## config.mk

```make
export PLATFORM = sky130hd
export DESIGN_NAME = lattice_stream_sweep
export DESIGN_NICKNAME = d
export VERILOG_FILES = /design/src/rtl/lattice_stream_sweep.sv
export SDC_FILE = /design/constraint.sdc
export NUM_CORES = 1
export LEC_CHECK = 0
export CAP_MARGIN = 20
export CORE_ASPECT_RATIO = 0.6
export CORE_MARGIN = 2
export CORE_UTILIZATION = 25
export DETAILED_ROUTE_END_ITERATION = 7
export SYNTH_ARGS = -nofsm -noshare
export SYNTH_HDL_FRONTEND = slang
export SYNTH_SLANG_ARGS = --single-unit
```

## constraint.sdc

```tcl
create_clock -name clk_in -period 6.7 [get_ports clk_in]
set_clock_uncertainty 0.1 [all_clocks]
set_input_delay 0.67 -clock clk_in [delete_from_list [all_inputs] [get_ports clk_in]]
set_output_delay 0.67 -clock clk_in [all_outputs]
set_load 0.005 [all_outputs]
```

## src/rtl/lattice_stream_sweep.sv

```systemverilog
// Raster sweep sequencer for the 9-plane LBM distribution BRAMs: per-cell pull-streaming
// read addresses (periodic wrap) and the cell's own write address LATENCY cycles later.
module lattice_stream_sweep #(
  parameter int HPIXELS = 205,
  parameter int VPIXELS = 154,
  parameter int LATENCY = 3,
  localparam int HOR_SIZE  = $clog2(HPIXELS),
  localparam int VERT_SIZE = $clog2(VPIXELS),
  localparam int BRAM_SIZE = $clog2(HPIXELS * VPIXELS)
) (
  input  logic                            clk_in,
  input  logic                            rst_n_in,
  input  logic                            start_in,
  input  logic                            stall_in,
  output logic                            rd_valid_out,
  output logic [8:0][BRAM_SIZE-1:0]       rd_addr_out,
  output logic [HOR_SIZE-1:0]             hor_out,
  output logic [VERT_SIZE-1:0]            vert_out,
  output logic                            wr_valid_out,
  output logic [BRAM_SIZE-1:0]            wr_addr_out,
  output logic                            busy_out,
  output logic                            done_out
);

  localparam logic [HOR_SIZE-1:0]  X_LAST     = HOR_SIZE'(HPIXELS - 1);
  localparam logic [VERT_SIZE-1:0] Y_LAST     = VERT_SIZE'(VPIXELS - 1);
  localparam logic [HOR_SIZE-1:0]  X_ONE      = HOR_SIZE'(1);
  localparam logic [VERT_SIZE-1:0] Y_ONE      = VERT_SIZE'(1);
  localparam logic [BRAM_SIZE-1:0] ROW_STRIDE = BRAM_SIZE'(HPIXELS);

  typedef enum logic [1:0] {IDLE, SWEEP, DRAIN} state_t;

  state_t                 state_reg, state_next;
  logic [HOR_SIZE-1:0]    x_reg;
  logic [VERT_SIZE-1:0]   y_reg;
  logic [HOR_SIZE-1:0]    x_dec, x_inc;
  logic [VERT_SIZE-1:0]   y_dec, y_inc;
  logic                   issue, last_cell, pipe_pending, done_next;
  logic [HOR_SIZE-1:0]    src_x [9];
  logic [VERT_SIZE-1:0]   src_y [9];
  logic [BRAM_SIZE-1:0]   plane_addr [9];
  logic [LATENCY-1:0]     wr_vld_pipe;
  logic [BRAM_SIZE-1:0]   wr_addr_pipe [LATENCY];

  function automatic logic [BRAM_SIZE-1:0] cell_addr(input logic [HOR_SIZE-1:0]  cx,
                                                     input logic [VERT_SIZE-1:0] cy);
    return BRAM_SIZE'(cy) * ROW_STRIDE + BRAM_SIZE'(cx);
  endfunction

  // Neighbour coordinates wrap by comparison, so non-power-of-two sizes stay in range
  assign x_dec = (x_reg == '0)     ? X_LAST : x_reg - X_ONE;
  assign x_inc = (x_reg == X_LAST) ? '0     : x_reg + X_ONE;
  assign y_dec = (y_reg == '0)     ? Y_LAST : y_reg - Y_ONE;
  assign y_inc = (y_reg == Y_LAST) ? '0     : y_reg + Y_ONE;
  assign last_cell = (x_reg == X_LAST) && (y_reg == Y_LAST);

  // Each plane pulls from the neighbour opposite to its streaming direction
  assign src_x[0] = x_reg;  assign src_y[0] = y_reg;
  assign src_x[1] = x_reg;  assign src_y[1] = y_inc;
  assign src_x[2] = x_dec;  assign src_y[2] = y_inc;
  assign src_x[3] = x_dec;  assign src_y[3] = y_reg;
  assign src_x[4] = x_dec;  assign src_y[4] = y_dec;
  assign src_x[5] = x_reg;  assign src_y[5] = y_dec;
  assign src_x[6] = x_inc;  assign src_y[6] = y_dec;
  assign src_x[7] = x_inc;  assign src_y[7] = y_reg;
  assign src_x[8] = x_inc;  assign src_y[8] = y_inc;

  for (genvar gi = 0; gi < 9; gi++) begin : g_plane
    assign plane_addr[gi] = cell_addr(src_x[gi], src_y[gi]);
  end

  // Anything still in flight except the stage currently presented as the write
  always_comb begin
    pipe_pending = rd_valid_out;
    for (int i = 0; i < LATENCY - 1; i++) begin
      pipe_pending = pipe_pending | wr_vld_pipe[i];
    end
  end

  always_comb begin
    state_next = state_reg;
    issue      = 1'b0;
    done_next  = 1'b0;
    case (state_reg)
      IDLE: begin
        if (start_in && !done_out) begin
          issue      = !stall_in;
          state_next = (!stall_in && last_cell) ? DRAIN : SWEEP;
        end
      end
      SWEEP: begin
        issue = !stall_in;
        if (!stall_in && last_cell) state_next = DRAIN;
      end
      DRAIN: begin
        if (!pipe_pending) begin
          state_next = IDLE;
          done_next  = 1'b1;
        end
      end
      default: state_next = IDLE;
    endcase
  end

  always_ff @(posedge clk_in or negedge rst_n_in) begin
    if (!rst_n_in) state_reg <= IDLE;
    else           state_reg <= state_next;
  end

  always_ff @(posedge clk_in or negedge rst_n_in) begin
    if (!rst_n_in) begin
      x_reg        <= '0;
      y_reg        <= '0;
      rd_valid_out <= 1'b0;
      rd_addr_out  <= '0;
      hor_out      <= '0;
      vert_out     <= '0;
      done_out     <= 1'b0;
    end else begin
      rd_valid_out <= issue;
      done_out     <= done_next;
      if (issue) begin
        hor_out  <= x_reg;
        vert_out <= y_reg;
        for (int p = 0; p < 9; p++) rd_addr_out[p] <= plane_addr[p];
        x_reg <= x_inc;
        if (x_reg == X_LAST) y_reg <= y_inc;
      end
    end
  end

  // Free-running write pipe: stalls only affect what enters it, so bubbles are preserved
  always_ff @(posedge clk_in or negedge rst_n_in) begin
    if (!rst_n_in) begin
      wr_vld_pipe <= '0;
      for (int i = 0; i < LATENCY; i++) wr_addr_pipe[i] <= '0;
    end else begin
      wr_vld_pipe[0]  <= rd_valid_out;
      wr_addr_pipe[0] <= rd_addr_out[0];
      for (int i = 1; i < LATENCY; i++) begin
        wr_vld_pipe[i]  <= wr_vld_pipe[i-1];
        wr_addr_pipe[i] <= wr_addr_pipe[i-1];
      end
    end
  end

  assign wr_valid_out = wr_vld_pipe[LATENCY-1];
  assign wr_addr_out  = wr_addr_pipe[LATENCY-1];
  assign busy_out     = (state_reg != IDLE);

endmodule

```

==> results of run 1 <==
==> power groups by stage <==
stage	Sequential (W)	Combinational (W)	Clock [W]
after floorplan	0.00171	0.000954	0
after global placement	0.00180	0.00183	0
after detailed placement	0.00181	0.00186	0
after CTS	0.00179	0.00187	0.00145
after global routing	0.00181	0.00205	0.00149
final	0.00178	0.00188	0.00139
==> through the flow <==
step | utilization, % | std cells | hold WS [ns] | power [W]
6_report | 30.8 | 2691 | 0.235 | 0.00505
5_1_grt | 30.8 | 2690 | 0.247 | 0.00536
4_1_cts | 30.8 | 2689 | 0.236 | 0.00511
3_5_place_dp | 29.5 | 2645 | 0.235 | 0.00367
3_3_place_gp | 29.5 | 2645 | 0.233 | 0.00363
2_1_floorplan | - | 1684 | 0.231 | 0.00266
==> layer usage <==
metal / share of wire (%) / vias up / track usage, %
li1: - / 6174 / -
met1: 53 / 6205 / 24.5
met2: 40 / 364 / 21.9
met3: 6.5 / 42 / 2.95
met4: 1.3 / 0 / 2.24
met5: 0 / - / 0
==> cell usage in the layout, fill, tap and decap left out, drive strengths merged, types with 11 or more instances in the layout <==
cell type	n
o21ai	156
nand3	33
nand4	21
or3	11
clkbuf	35
xnor2	73
nand2	221
nor3	38
a31oi	11
o31ai	16
fa	44
dfrtp	219
ha	215
a21oi	40
and3	17
a211oi	11
buf	22
nor2	66
a21o	24
nand2b	15
clkdlybuf4s50	172
xor2	54
nor2b	25
or2	13
o21a	18
inv	139
==> cell families after synthesis <==
| group | count (synthesis) | synth area share (%) |
|---|---|---|
| simple gates | 499 | 15.1 |
| compound gates | 363 | 14.9 |
| fa+ha+maj | 259 | 22.5 |
| flops | 219 | 34.5 |
| buf+inv | 208 | 5.27 |
| xor+xnor | 127 | 7.05 |
| mux | 9 | 0.638 |
==> final cells by class <==
class                   count  area share, %
inverters                 137           2.66
clock buffers              35           3.64
clock inverters             8          0.421
multi-input cells        1257           49.5
diodes                      1         0.0130
well taps                 839           5.44
repair buffers            195           9.91
flip-flops and latches    219           28.4
==> worst min-delay path by stage <==
| stage | cells after the start | startpoint | slack (ns) | endpoint |
|---|---|---|---|---|
| 2_1_floorplan | 0 | wr_addr_pipe[15]$_DFF_PN0_ | 0.23 | wr_addr_out[0]$_DFF_PN0_ |
| 3_3_place_gp | 0 | wr_addr_pipe[43]$_DFF_PN0_ | 0.23 | wr_addr_pipe[28]$_DFF_PN0_ |
| 3_5_place_dp | 0 | wr_addr_pipe[15]$_DFF_PN0_ | 0.23 | wr_addr_out[0]$_DFF_PN0_ |
| 4_1_cts | 0 | wr_addr_pipe[30]$_DFF_PN0_ | 0.24 | wr_addr_pipe[15]$_DFF_PN0_ |
| 5_1_grt | 0 | wr_addr_pipe[29]$_DFF_PN0_ | 0.25 | wr_addr_out[14]$_DFF_PN0_ |
| 6_report | 0 | wr_addr_pipe[30]$_DFF_PN0_ | 0.23 | wr_addr_pipe[15]$_DFF_PN0_ |
==> impl_metrics.env, run 1 <==
export IMPL_r2r_start="y_reg[2]$_DFFE_PN0P_"
export IMPL_regArea_mm2=0.00548
export IMPL_multi_input_area_mm2=0.00956
export IMPL_yosysTopAreaCell="dfrtp_1"
export IMPL_cts_tree="yes"
export IMPL_synthDistinctLibCells=65
export IMPL_antenna_left=0
export IMPL_design_area_mm2=0.0193
export IMPL_cp_top_family="adder cells"
export IMPL_avgViaCountPerCell=4.75
export IMPL_grt_pass1_vias=12700
export IMPL_dp_final_hpwl_um=40200
export IMPL_gp_congestion=0.902
export IMPL_wire_per_inst_um=19.2
export IMPL_antenna_found_initial=2
export IMPL_firstDrtPassIters=6
export IMPL_pwr_share_clk_pct=27.6
export IMPL_cts_resized=0
export IMPL_wl_um=51600
export IMPL_p_int_w=0.00315
export IMPL_endpoint_kind="flop"
export IMPL_syn_area_mm2=0.0159
export IMPL_synth_seq_cells=219
export IMPL_io_buffers=173
export IMPL_vias=12800
export IMPL_final_max_slew_viol_count=0
export IMPL_path_clk_slew_ns=0.06
export IMPL_cp_endpoint="rd_addr_out[132]$_DFFE_PN0P_"
export IMPL_fin_crit_sh_pct=93.5
export IMPL_grt_usage_pct=15.6
export IMPL_h_tree_depth=1
export IMPL_path_depth=18
export IMPL_core_area_mm2=0.0627
export IMPL_worst_slew_pin_slew_ns=1.11
export IMPL_powerDensity_mw_per_mm2=262
export IMPL_cts_sinks=219
export IMPL_grt_pass1_wl_um=78200
export IMPL_p_sw_share_pct=37.8
export IMPL_finalHoldViolCount=0
export IMPL_pin_count=174
export IMPL_drive_gt1_share_pct=4.92
export IMPL_cts_root_buffer="clkbuf_16"
export IMPL_fp_dieArea_mm2=0.0656
export IMPL_rsz0062_at_grt="no"
export IMPL_fp_dieH_um=199
export IMPL_synth_area_leaders="dfrtp_1 (35%), ha_1 (17%), fa_1 (5.5%), nand2_1 (5.2%), o21ai_0 (4.8%)"
export IMPL_grt_max_degree=171
export IMPL_drcViolationCount=0
export IMPL_clock_latency_ns=0.59
export IMPL_crit_path_top_delay_cell="fa_1"
export IMPL_die_x_um=329
export IMPL_dp_slack_ns=0.301
export IMPL_synth_flop_cell="dfrtp_1"
export IMPL_seqPwrFrac_pct=35.2
export IMPL_fmax_mhz=160
export IMPL_ir_worst_vdd_mv=0.183
export IMPL_synth_top_area_share_pct=34.5
export IMPL_placed_cell_area_mm2=0.0185
export IMPL_r2r_end="rd_addr_out[132]$_DFFE_PN0P_"
export IMPL_fill_cells=6554
export IMPL_slowest_delay_ns=0.55
export IMPL_ys_warn_count=0
export IMPL_setup_viol=0
export IMPL_fin_setup_tns_ns=0
export IMPL_path_class="reg2reg"
export IMPL_numCtsBuffers=25
export IMPL_crit_fanout=9
export IMPL_setup_slack_ns=0.436
export IMPL_p_comb_share_pct=37.2
export IMPL_startpoint="y_reg[2]$_DFFE_PN0P_"
export IMPL_ys_seq_area_share_pct=34.5
export IMPL_p_sw_w=0.00191
export IMPL_cts_setup_buffers=0
export IMPL_synthTopCellsByCount="nand2_1 (221), dfrtp_1 (219), ha_1 (215), o21ai_0 (151), inv_1 (137)"
export IMPL_largest_register="rd_addr_out"
export IMPL_num_rows=71
export IMPL_critPathBufInv=3
export IMPL_syn_instance_count=1684
export IMPL_status="complete, no violations"
export IMPL_min_path_type="reg2reg"
export IMPL_critPathLaunchType="flop"
export IMPL_slew_headroom_pct=25.3
export IMPL_clockBufferDepth=3
export IMPL_nNetsFinal=2098
export IMPL_crit_chain="inv_1, ha_1, and4_1, nor2_1, ha_1, fa_1, inv_1, fa_1, fa_1, inv_1, ha_1, and2_1, a311o_1, o21a_1, nor4_4, nand2_1, o311a_1, a221o_1"
export IMPL_worstPathRequired_ns=7.05
export IMPL_initial_core_util_pct=25.3
export IMPL_ff2ff_path_depth=18
export IMPL_power_leakage_nw=8.97
export IMPL_async_reset_ff_share_pct=100
export IMPL_area_growth_pct=21.6
export IMPL_largest_reg_flops=135
export IMPL_ctsHoldBuffers=1
export IMPL_maxCapViolCount=0
export IMPL_synth_fp_nets=1947
export IMPL_regToRegSetupSlack_ns=0.44
export IMPL_drtIter0Drc=1053
export IMPL_synth_edf_count=0
export IMPL_synth_most_common_cell="nand2_1"
export IMPL_arrival_ns=6.62
export IMPL_fin_crit_ns=6.26
export IMPL_grt_overflow_total=0
export IMPL_avgSynthCellArea_um2=9.43
No activity file was read; power rests on OpenSTA's default activity.
==> inputs of run 2 (changes only) <==
--- a/config.mk
+++ b/config.mk
@@ -10,6 +10,7 @@
 export CORE_MARGIN = 2
 export CORE_UTILIZATION = 25
 export DETAILED_ROUTE_END_ITERATION = 7
+export PLACE_DENSITY = 0.52
 export SYNTH_ARGS = -nofsm -noshare
 export SYNTH_HDL_FRONTEND = slang
 export SYNTH_SLANG_ARGS = --single-unit
==> run 2 against run 1 <==
Against the previous run: the run now ends with hold timing left; worst hold slack lost 0.26 ns; critical path type unchanged; non-clock buffer count shrank 1; critical path depth grew 5.
==> impl_metrics.env, run 2 (synthesis gave the netlist of run 1 again) <==
export IMPL_status="finished with violations"
export IMPL_violations="hold timing"
export IMPL_largest_reg_flops=135
export IMPL_drcViolationCount=0
export IMPL_ff2ff_path_depth=23
export IMPL_p_comb_share_pct=36.2
export IMPL_worst_slew_pin_slew_ns=1.03
export IMPL_critPathLaunchType="flop"
export IMPL_p_sw_w=0.00189
export IMPL_grt_overflow_total=0
export IMPL_worstPathRequired_ns=7.10
export IMPL_cts_root_buffer="clkbuf_16"
export IMPL_io_buffers=173
export IMPL_hold_ws_ns=-0.0261
export IMPL_antenna_left=0
export IMPL_wire_per_inst_um=18.7
export IMPL_fin_setup_tns_ns=0
export IMPL_clock_latency_ns=0.58
export IMPL_power_leakage_nw=9.01
export IMPL_setup_slack_ns=0.318
export IMPL_arrival_ns=6.78
export IMPL_fp_dieArea_mm2=0.0656
export IMPL_maxUsedRoutingLayer="met4"
export IMPL_maxCapViolCount=0
export IMPL_p_sw_share_pct=36.9
export IMPL_cts_sinks=219
export IMPL_fin_crit_sh_pct=95.3
export IMPL_initial_core_util_pct=25.3
export IMPL_path_clk_slew_ns=0.07
export IMPL_seqPwrFrac_pct=34.7
export IMPL_core_area_mm2=0.0627
export IMPL_gp_congestion=0.898
export IMPL_wl_um=50500
export IMPL_routed_wl_met3_um=3460
export IMPL_drtIter0Drc=953
export IMPL_fin_crit_ns=6.38
export IMPL_dp_final_hpwl_um=39600
export IMPL_die_x_um=329
export IMPL_wl_met1_um=26500
export IMPL_total_power_w=0.00512
export IMPL_final_cell_mix="nand2_1 (219), dfrtp_1 (219), ha_1 (215), clkdlybuf4s50_1 (172), o21ai_0 (151)"
export IMPL_crit_fanout=7
export IMPL_drive_gt1_share_pct=5.56
export IMPL_pwr_share_clk_pct=29.1
export IMPL_grt_max_degree=138
export IMPL_endpoint_kind="flop"
export IMPL_final_max_slew_viol_count=0
export IMPL_nNetsFinal=2097
export IMPL_finalHoldViolCount=7
export IMPL_setup_viol=0
export IMPL_area_growth_pct=22.4
export IMPL_h_tree_depth=1
export IMPL_num_rows=71
export IMPL_firstDrtPassIters=7
export IMPL_met2WireLength_um=19600
export IMPL_pin_count=174
export IMPL_p_int_w=0.00323
export IMPL_grt_pass1_wl_um=77200
export IMPL_largest_register="rd_addr_out"
export IMPL_min_path_type="in2async"
export IMPL_vias=12700
export IMPL_slew_headroom_pct=31.0
export IMPL_dp_slack_ns=0.123
export IMPL_fp_dieH_um=199
export IMPL_powerDensity_mw_per_mm2=264
export IMPL_fmax_mhz=157
export IMPL_avgViaCountPerCell=4.73
export IMPL_antenna_found_initial=1
export IMPL_ir_worst_vdd_mv=0.166
export IMPL_ctsHoldBuffers=0
export IMPL_rsz0062_at_grt="no"
export IMPL_clockBufferDepth=3
export IMPL_regToRegSetupSlack_ns=0.32
export IMPL_grt_pass1_vias=12700
export IMPL_numCtsBuffers=25
export IMPL_cts_tree="yes"
export IMPL_path_class="reg2reg"
export IMPL_grt_usage_pct=15.3
-- run 2: critical path, stage by stage, from the launching register on --
cell,delay (ns)
dfrtp_1,0.54
clkinvlp_4,0.28
buf_4,0.19
ha_1,0.18
nand2_1,0.05
nand2_1,0.08
nand2_1,0.10
nand2_1,0.07
xnor2_1,0.14
nor2_1,0.31
ha_1,0.35
fa_1,0.51
fa_1,0.52
inv_1,0.05
fa_1,0.53
inv_1,0.04
ha_1,0.22
nor3_1,0.33
o21ai_1,0.16
a31oi_1,0.26
xor2_1,0.14
or4_4,0.57
or4_1,0.51
nand3_1,0.10
-- run 2: power by group through the flow --
stage	Combinational, W	Sequential (W)	Clock, W
6_report	0.00185	0.00178	0.00149
5_1_grt	0.00205	0.00180	0.00159
4_1_cts	0.00188	0.00177	0.00154
3_5_place_dp	0.00187	0.00180	0
3_3_place_gp	0.00185	0.00179	0
2_1_floorplan	0.000954	0.00171	0
-- run 2: metrics by stage --
stage	utilization [%]	std cells	area, um2
floorplan	-	1684	15900
global placement	29.5	2640	18500
detailed placement	29.5	2640	18500
CTS	30.9	2686	19400
global route	31.0	2692	19400
finish	31.0	2693	19400
-- run 2: per-layer routing --
metal / up-vias / GRT usage (%)
met2: 335 / 21.1
met4: 0 / 2.79
li1: 6170 / -
met3: 54 / 3.64
met1: 6176 / 23.7
met5: - / 0
-- run 2: final timing paths --
| path | start | endpoint |
|---|---|---|
| min in group clk_in | wr_addr_pipe[15]$_DFF_PN0_ | wr_addr_out[0]$_DFF_PN0_ |
| min reg2reg | wr_addr_pipe[15]$_DFF_PN0_ | wr_addr_out[0]$_DFF_PN0_ |
| min | rst_n_in | wr_addr_pipe[25]$_DFF_PN0_ |
| max reg2reg | y_reg[1]$_DFFE_PN0P_ | rd_addr_out[103]$_DFFE_PN0P_ |
| max in group asynchronous | rst_n_in | rd_addr_out[25]$_DFFE_PN0P_ |
| max | y_reg[1]$_DFFE_PN0P_ | rd_addr_out[103]$_DFFE_PN0P_ |
-- run 2: final cells by class --
cell class | instances | area (um2)
diodes | 1 | 2.50
clock buffers | 32 | 702
clock inverters | 14 | 178
fillers | 6497 | 43300
inverters | 137 | 518
multi-input cells | 1257 | 9580
flip-flops and latches | 219 | 5480
well taps | 839 | 1050
repair buffers | 194 | 1920
-- run 2: what timing repair did --
| action | CTS | global route |
|---|---|---|
| resized for setup | 0 | 5 |
| buffers inserted | 0 | 5 |
| endpoints found under the setup margin | 0 | 8 |
